<file path="src/rtl/ps2_keyevent_rx_pkg.sv">
`default_nettype none
// ============================================================================
//  Module   : ps2_pkg
//  Brief    : Shared constants, event record and frame-FSM encoding for the
//             PS/2 key-event receiver.
//  Revision : 1.0  initial release
// ============================================================================
package ps2_pkg;

    // Prefix bytes that modify the following key code
    localparam logic [7:0] PS2_EXT = 8'hE0;
    localparam logic [7:0] PS2_BRK = 8'hF0;

    // One decoded key event as stored in the event FIFO
    typedef struct packed {
        logic       ext;
        logic       brk;
        logic [7:0] code;
    } ps2_event_t;

    // Frame FSM encoding
    localparam int c_STATE_W = 2;
    typedef enum logic [c_STATE_W-1:0] {
        ST_IDLE   = 2'd0,
        ST_DATA   = 2'd1,
        ST_PARITY = 2'd2,
        ST_STOP   = 2'd3
    } ps2_state_e;

    // Odd parity: data bits plus parity bit must contain an odd number of ones
    function automatic logic odd_parity_ok(input logic [7:0] data, input logic par);
        return ^{data, par};
    endfunction

endpackage
`default_nettype wire

</file>
<file path="src/rtl/ps2_sync_filter.sv">
`default_nettype none
// ============================================================================
//  Module   : ps2_sync_filter
//  Brief    : Synchroniser plus persistence filter for one asynchronous PS/2
//             line. The filtered level changes only after FILTER_LEN
//             consecutive synchronised samples disagree with it; o_fall
//             pulses for one cycle when the filtered level drops 1->0.
//  Revision : 1.0  initial release
// ============================================================================
module ps2_sync_filter #(
    parameter int SYNC_STAGES = 2,
    parameter int FILTER_LEN  = 32
) (
    input  logic clk,
    input  logic rst_n,
    input  logic i_din,
    output logic o_level,
    output logic o_fall
);

    localparam int c_CNT_W = (FILTER_LEN > 1) ? $clog2(FILTER_LEN) : 1;

    logic [SYNC_STAGES-1:0] r_sync;
    logic [c_CNT_W-1:0]     r_cnt;
    logic                   r_level;
    logic                   r_fall;
    logic                   w_synced;

    assign w_synced = r_sync[SYNC_STAGES-1];

    // Synchroniser chain; idle PS/2 lines are high, so reset to 1
    always_ff @(posedge clk or negedge rst_n) begin
        if (!rst_n) begin
            r_sync <= '1;
        end else begin
            r_sync <= {r_sync[SYNC_STAGES-2:0], i_din};
        end
    end

    // Persistence filter: count disagreeing samples, adopt new level on the last one
    always_ff @(posedge clk or negedge rst_n) begin
        if (!rst_n) begin
            r_cnt   <= '0;
            r_level <= 1'b1;
            r_fall  <= 1'b0;
        end else if (w_synced != r_level) begin
            if (r_cnt == c_CNT_W'(FILTER_LEN - 1)) begin
                r_cnt   <= '0;
                r_level <= w_synced;
                // level was 1 and is becoming 0 -> falling edge
                r_fall  <= r_level;
            end else begin
                r_cnt  <= r_cnt + c_CNT_W'(1);
                r_fall <= 1'b0;
            end
        end else begin
            r_cnt  <= '0;
            r_fall <= 1'b0;
        end
    end

    assign o_level = r_level;
    assign o_fall  = r_fall;

endmodule
`default_nettype wire

</file>
<file path="src/rtl/ps2_keyevent_rx.sv">
`default_nettype none
// ============================================================================
//  Module   : ps2_keyevent_rx
//  Brief    : PS/2 keyboard receiver. Frames bytes on filtered kclk falls,
//             checks parity/stop, aborts stalled frames, folds E0/F0
//             prefixes into key events and queues them in a FIFO.
//  Revision : 1.0  initial release
// ============================================================================
module ps2_keyevent_rx #(
    parameter int SYNC_STAGES    = 2,
    parameter int FILTER_LEN     = 32,
    parameter int TIMEOUT_CYCLES = 200000,
    parameter int FIFO_DEPTH     = 8
) (
    input  logic                        clk,
    input  logic                        rst_n,
    input  logic                        i_kclk,
    input  logic                        i_kdata,
    output logic                        o_ev_valid,
    input  logic                        i_ev_ready,
    output logic [9:0]                  o_ev_data,
    output logic [$clog2(FIFO_DEPTH):0] o_fifo_level,
    output logic                        o_byte_valid,
    output logic [7:0]                  o_rx_byte,
    output logic [31:0]                 o_keycodeout,
    output logic                        o_err_parity,
    output logic                        o_err_frame,
    output logic                        o_err_timeout,
    output logic                        o_overflow
);

    import ps2_pkg::*;

    localparam int c_AW    = $clog2(FIFO_DEPTH);
    localparam int c_CW    = c_AW + 1;
    localparam int c_TMO_W = $clog2(TIMEOUT_CYCLES);

    // ------------------------------------------------------------------
    // Input conditioning
    // ------------------------------------------------------------------
    logic w_kclk_lvl;
    logic w_strobe;
    logic w_kdat;
    logic w_kdat_fall_unused;

    ps2_sync_filter #(
        .SYNC_STAGES (SYNC_STAGES),
        .FILTER_LEN  (FILTER_LEN)
    ) u_kclk_filt (
        .clk     (clk),
        .rst_n   (rst_n),
        .i_din   (i_kclk),
        .o_level (w_kclk_lvl),
        .o_fall  (w_strobe)
    );

    ps2_sync_filter #(
        .SYNC_STAGES (SYNC_STAGES),
        .FILTER_LEN  (FILTER_LEN)
    ) u_kdata_filt (
        .clk     (clk),
        .rst_n   (rst_n),
        .i_din   (i_kdata),
        .o_level (w_kdat),
        .o_fall  (w_kdat_fall_unused)
    );

    // ------------------------------------------------------------------
    // Frame FSM
    // ------------------------------------------------------------------
    ps2_state_e         r_state;
    ps2_state_e         w_state_nxt;
    logic [2:0]         r_bitcnt;
    logic [7:0]         r_shift;
    logic               r_parity;
    logic [c_TMO_W-1:0] r_tmo;
    logic               w_tmo_hit;
    logic               w_start;
    logic               w_shift_en;
    logic               w_par_en;
    logic               w_good;
    logic               w_perr;
    logic               w_ferr;

    // A strobe in the same cycle as expiry counts as activity, so it wins
    assign w_tmo_hit = (r_state != ST_IDLE) && !w_strobe &&
                       (r_tmo == c_TMO_W'(TIMEOUT_CYCLES - 1));

    // State register
    always_ff @(posedge clk or negedge rst_n) begin
        if (!rst_n) begin
            r_state <= ST_IDLE;
        end else begin
            r_state <= w_state_nxt;
        end
    end

    // Next-state logic
    always_comb begin
        w_state_nxt = r_state;
        if (w_tmo_hit) begin
            w_state_nxt = ST_IDLE;
        end else if (w_strobe) begin
            case (r_state)
                ST_IDLE:   if (!w_kdat) w_state_nxt = ST_DATA;
                ST_DATA:   if (r_bitcnt == 3'd7) w_state_nxt = ST_PARITY;
                ST_PARITY: w_state_nxt = ST_STOP;
                ST_STOP:   w_state_nxt = ST_IDLE;
                default:   w_state_nxt = ST_IDLE;
            endcase
        end
    end

    // Output decode: per-strobe actions and end-of-frame verdicts
    always_comb begin
        w_start    = w_strobe && (r_state == ST_IDLE) && !w_kdat;
        w_shift_en = w_strobe && (r_state == ST_DATA);
        w_par_en   = w_strobe && (r_state == ST_PARITY);
        w_good     = 1'b0;
        w_perr     = 1'b0;
        w_ferr     = 1'b0;
        if (w_strobe && (r_state == ST_STOP)) begin
            w_perr = !odd_parity_ok(r_shift, r_parity);
            w_ferr = !w_kdat;
            w_good = !w_perr && !w_ferr;
        end
    end

    // Shift register, bit counter, parity latch and stall timer
    always_ff @(posedge clk or negedge rst_n) begin
        if (!rst_n) begin
            r_bitcnt <= '0;
            r_shift  <= '0;
            r_parity <= 1'b0;
            r_tmo    <= '0;
        end else begin
            if (w_start) begin
                r_bitcnt <= '0;
            end else if (w_shift_en) begin
                r_shift  <= {w_kdat, r_shift[7:1]};
                r_bitcnt <= r_bitcnt + 3'd1;
            end
            if (w_par_en) begin
                r_parity <= w_kdat;
            end
            if (w_strobe || (r_state == ST_IDLE) || w_tmo_hit) begin
                r_tmo <= '0;
            end else begin
                r_tmo <= r_tmo + c_TMO_W'(1);
            end
        end
    end

    // Status pulses and raw-byte history, one cycle after the stop strobe
    logic        r_byte_valid;
    logic [7:0]  r_rx_byte;
    logic [31:0] r_keycode;
    logic        r_err_parity;
    logic        r_err_frame;
    logic        r_err_timeout;

    always_ff @(posedge clk or negedge rst_n) begin
        if (!rst_n) begin
            r_byte_valid  <= 1'b0;
            r_rx_byte     <= '0;
            r_keycode     <= '0;
            r_err_parity  <= 1'b0;
            r_err_frame   <= 1'b0;
            r_err_timeout <= 1'b0;
        end else begin
            r_byte_valid  <= w_good;
            r_err_parity  <= w_perr;
            r_err_frame   <= w_ferr;
            r_err_timeout <= w_tmo_hit;
            if (w_good) begin
                r_rx_byte <= r_shift;
                r_keycode <= {r_keycode[23:0], r_shift};
            end
        end
    end

    // ------------------------------------------------------------------
    // Prefix decoder
    // ------------------------------------------------------------------
    logic       r_ext;
    logic       r_brk;
    logic       w_is_prefix;
    logic       w_push;
    ps2_event_t w_push_ev;

    assign w_is_prefix = (r_rx_byte == PS2_EXT) || (r_rx_byte == PS2_BRK);
    assign w_push      = r_byte_valid && !w_is_prefix;
    assign w_push_ev   = '{ext: r_ext, brk: r_brk, code: r_rx_byte};

    // Prefix flags: set by E0/F0, consumed by the next code, dropped on any error
    always_ff @(posedge clk or negedge rst_n) begin
        if (!rst_n) begin
            r_ext <= 1'b0;
            r_brk <= 1'b0;
        end else if (r_err_parity || r_err_frame || r_err_timeout) begin
            r_ext <= 1'b0;
            r_brk <= 1'b0;
        end else if (r_byte_valid) begin
            if (r_rx_byte == PS2_EXT) begin
                r_ext <= 1'b1;
            end else if (r_rx_byte == PS2_BRK) begin
                r_brk <= 1'b1;
            end else begin
                r_ext <= 1'b0;
                r_brk <= 1'b0;
            end
        end
    end

    // ------------------------------------------------------------------
    // Event FIFO
    // ------------------------------------------------------------------
    logic [9:0]      r_mem [FIFO_DEPTH];
    logic [c_AW-1:0] r_wr_ptr;
    logic [c_AW-1:0] r_rd_ptr;
    logic [c_CW-1:0] r_count;
    logic            r_overflow;
    logic            w_full;
    logic            w_pop;
    logic            w_wr_en;

    assign w_full  = (r_count == c_CW'(FIFO_DEPTH));
    assign w_pop   = (r_count != '0) && i_ev_ready;
    // A simultaneous pop frees the slot, so a push into a full FIFO still lands
    assign w_wr_en = w_push && (!w_full || w_pop);

    // Storage, pointers, occupancy and overflow pulse
    always_ff @(posedge clk or negedge rst_n) begin
        if (!rst_n) begin
            for (int i = 0; i < FIFO_DEPTH; i++) begin
                r_mem[i] <= '0;
            end
            r_wr_ptr   <= '0;
            r_rd_ptr   <= '0;
            r_count    <= '0;
            r_overflow <= 1'b0;
        end else begin
            r_overflow <= w_push && w_full && !w_pop;
            if (w_wr_en) begin
                r_mem[r_wr_ptr] <= w_push_ev;
                r_wr_ptr        <= r_wr_ptr + c_AW'(1);
            end
            if (w_pop) begin
                r_rd_ptr <= r_rd_ptr + c_AW'(1);
            end
            case ({w_wr_en, w_pop})
                2'b10:   r_count <= r_count + c_CW'(1);
                2'b01:   r_count <= r_count - c_CW'(1);
                default: r_count <= r_count;
            endcase
        end
    end

    assign o_ev_valid    = (r_count != '0);
    assign o_ev_data     = r_mem[r_rd_ptr];
    assign o_fifo_level  = r_count;
    assign o_byte_valid  = r_byte_valid;
    assign o_rx_byte     = r_rx_byte;
    assign o_keycodeout  = r_keycode;
    assign o_err_parity  = r_err_parity;
    assign o_err_frame   = r_err_frame;
    assign o_err_timeout = r_err_timeout;
    assign o_overflow    = r_overflow;

endmodule
`default_nettype wire

</file>
<file path="config.mk">
export PLATFORM = sky130hd
export DESIGN_NAME = ps2_keyevent_rx
export DESIGN_NICKNAME = d
export VERILOG_FILES = /design/src/rtl/ps2_keyevent_rx_pkg.sv /design/src/rtl/ps2_sync_filter.sv /design/src/rtl/ps2_keyevent_rx.sv
export SDC_FILE = /design/constraint.sdc
export NUM_CORES = 1
export LEC_CHECK = 0
export ABC_CLOCK_PERIOD_IN_PS = 3700
export CAP_MARGIN = 20
export CORE_ASPECT_RATIO = 0.6
export CORE_MARGIN = 1
export CORE_UTILIZATION = 30
export CTS_CLUSTER_SIZE = 25
export DETAILED_ROUTE_END_ITERATION = 8
export SLEW_MARGIN = 25
export SYNTH_ARGS = -nofsm -noshare
export SYNTH_HDL_FRONTEND = slang
export SYNTH_SLANG_ARGS = --single-unit
</file>
<file path="constraint.sdc">
create_clock -name clk -period 3.7 [get_ports clk]
set_input_delay 0.925 -clock clk [delete_from_list [all_inputs] [get_ports clk]]
set_output_delay 0.925 -clock clk [all_outputs]
set_load 0.02 [all_outputs]
</file>
==> flow_summary.ini <==
[run_status]
status = finished, final reports clean

[critical_path]
start_kind = flip-flop
crit_type = flip-flop to output pin
worstPathCellList = buf_4, mux4_2, mux2_2, clkdlybuf4s50_1
cp_max_fo = 19
slowest_delay_ps = 550
cp.arrival_ps = 2450
crit_slowest_cell = clkdlybuf4s50_1
critPathRequiredTime_ps = 2770
end_kind = output pin

[floorplanning]
fp.dieArea_mm2 = 0.0278
core_area_mm2 = 0.0265
die_h_um = 129
start_util_pct = 30.7
rows = 46
die_w_um = 214
io_pins = 65

[synthesis]
ys_warn_count = 0
synthFlopType = dfrtp_1
async_flop_share_pct = 100
synth_top_area_share_pct = 53.0
ys_seq_elements = 178
synth_top_area_cell = dfrtp_1
synth_area_leaders = dfrtp_1 53%, mux2_2 15%, mux4_2 5.5%
ys_types = 50
ys_seq_area_share_pct = 54.9
avgSynthCellArea_um2 = 14.4
synth_edf_count = 0
synth_nets = 585
synth.cell_area_mm2 = 0.00812
netlist_instances = 564

[placed_design]
gp_congestion = 0.752
io_buffers = 64
hpwl_mm = 11.1
place_inst = 973

[timing]
slew_violations = 0
setup-violations-final = 0
fmax_ghz = 0.296
rsz0062_at_grt = false
fin_tns_setup_ps = 0
worstMarginPinSlew_ps = 997
min_period_ps = 3380
fin_crit_sh_pct = 91.3
skew_ps = 7.07
relSlewSlack_pct = 32.8
final_hold_viol_count = 0

[cts]
cts-root-buf = clkbuf_16
cts_post_setup_buffers_inserted = 0
clk_path_buf_depth = 2
ctsHtreeMaxLevel = 4
cts_buffers = 17
cts_hold_buf = 0
clk_pin_slew_ps = 70
clock_sinks = 178
cts_tree = built
ctsResizeCount = 0
clock_latency_ps = 430

[route]
routedWlPerCell_um = 16.9
routed_wl_mm = 17.0
avgViaCountPerCell = 4.56
drc = 0
drtIter0Drc = 262
vias = 4584
first_pass_iters = 4
ant_nets = 0

[layout]
seq_area_mm2 = 0.00446
multi_input_area_mm2 = 0.00339
final_cells = 1005
synthToLayoutAreaGrowth_pct = 19.7
num_antenna_cells = 0
n_fill_cell = 2551
drive_gt1_share_pct = 33.2
final_nets = 653

[hold_path]
hold_class = flip-flop to flip-flop

[global_routing]
grt_util_all_layers_pct = 13.1
grt_antenna_before_repair = 0
grt_pass1_wl_mm = 27.6
grt_max_degree = 82
grt_pass1_vias = 4644
overflow = 0

[pwr]
ir_drop_uv = 352
power_density_mw_per_mm2 = 451
power_leakage_nw = 4.45

[flow_run]
max_cap_viol_count = 0
stage by stage:
step	area, µm²	util, %	power, mW	setup slack [ps]	hold slack, ps
finish	9720	36.7	4.38	321	357
global route	9720	36.7	4.58	214	364
CTS	9720	36.7	4.46	252	358
detailed placement	9150	34.6	2.67	419	348
global placement	9150	34.6	2.67	407	346
floorplan	8120	-	2.45	1080	345
sequential cells by signal (all words and copies together) (netlist names), 2 cells and up:
register             cells
o_rx_byte                7
u_kdata_filt.r_sync      2
r_tmo                   18
o_keycodeout            25
r_rd_ptr                 3
o_fifo_level             4
r_wr_ptr                 3
u_kdata_filt.r_cnt       5
r_shift                  8
r_bitcnt                 3
r_mem                   80
u_kclk_filt.r_cnt        5
u_kclk_filt.r_sync       2
r_state                  2
worst max-delay path: cells and delay by family, from the launching register on:
| family | cells | cell delay, ps |
|---|---|---|
| flops | 1 | 440 |
| mux | 2 | 670 |
| buf+inv | 2 | 900 |
layout by cell type, fill, tap and decap left out, types with 3 or more instances in the layout:
| master | instances |
|---|---|
| buf_4 | 15 |
| mux2_2 | 106 |
| nand2_1 | 19 |
| a21oi_1 | 4 |
| nand3_1 | 12 |
| nand4_1 | 5 |
| xnor2_1 | 18 |
| nor3_1 | 4 |
| o21ai_0 | 5 |
| clkbuf_16 | 17 |
| inv_1 | 13 |
| and3_1 | 6 |
| xor2_1 | 20 |
| clkbuf_1 | 4 |
| nor2b_1 | 3 |
| a22o_1 | 3 |
| ha_1 | 16 |
| mux4_2 | 20 |
| dfrtp_1 | 172 |
| clkdlybuf4s50_1 | 63 |
| dfstp_2 | 6 |
| nor2_1 | 37 |
| clkbuf_8 | 4 |
| mux2_4 | 29 |
layer usage:
metal	wire length [µm]	global-route usage (%)
met1	9090	19.6
met2	7030	18.1
met3	669	3.33
met4	209	4.79
met5	0	0
synth_stat cells (6+ instances only):
library cell	count
and3_1	6
buf_4	12
clkbuf_1	14
dfrtp_1	172
dfstp_2	6
ha_1	16
inv_1	13
mux2_2	106
mux2_4	29
mux4_2	20
nand2_1	19
nand3_1	12
nor2_1	37
xnor2_1	18
xor2_1	20
final timing paths:
path | start | to | slack, ps | cells past startpoint
worst max-delay path | r_rd_ptr[1] | o_ev_data[0] | 320 | 4
worst min register to register | u_kclk_filt.r_sync[0] | u_kclk_filt.r_sync[1] | 360 | 0
max in group asynchronous | rst_n | r_mem[16] | 2270 | 2
worst min-delay path | u_kclk_filt.r_sync[0] | u_kclk_filt.r_sync[1] | 360 | 0
worst max register to register | o_rx_byte[3] | r_mem[55] | 1010 | 3
min in group asynchronous | rst_n | o_keycodeout[27] | 460 | 1
where the power goes:
part	switching, mW	internal [mW]	leakage (nW)
logic	0.275	0.252	1.74
clock network	0.758	1.00	0.274
registers	0.0980	2.00	2.44
kinds of logic after synthesis:
kind of cell	count (synthesis)	synth area share, %
adder cells (fa/ha/maj)	16	2.47
buffers and inverters	45	3.27
multiplexers	156	25.7
AND/OR/NAND/NOR	110	7.43
XOR/XNOR	39	4.39
AO/OA/AOI/OAI	20	1.77
flip-flops	178	54.9
area by class of cell:
cell class	instances	share of cell area, %
Sequential cell	178	45.9
Tap cell	360	4.63
Inverter	13	0.502
Multi-Input combinational cell	341	34.9
Clock inverter	7	0.785
Clock buffer	25	5.10
Timing Repair Buffer	81	8.17
No activity file was read; power rests on OpenSTA's default activity.
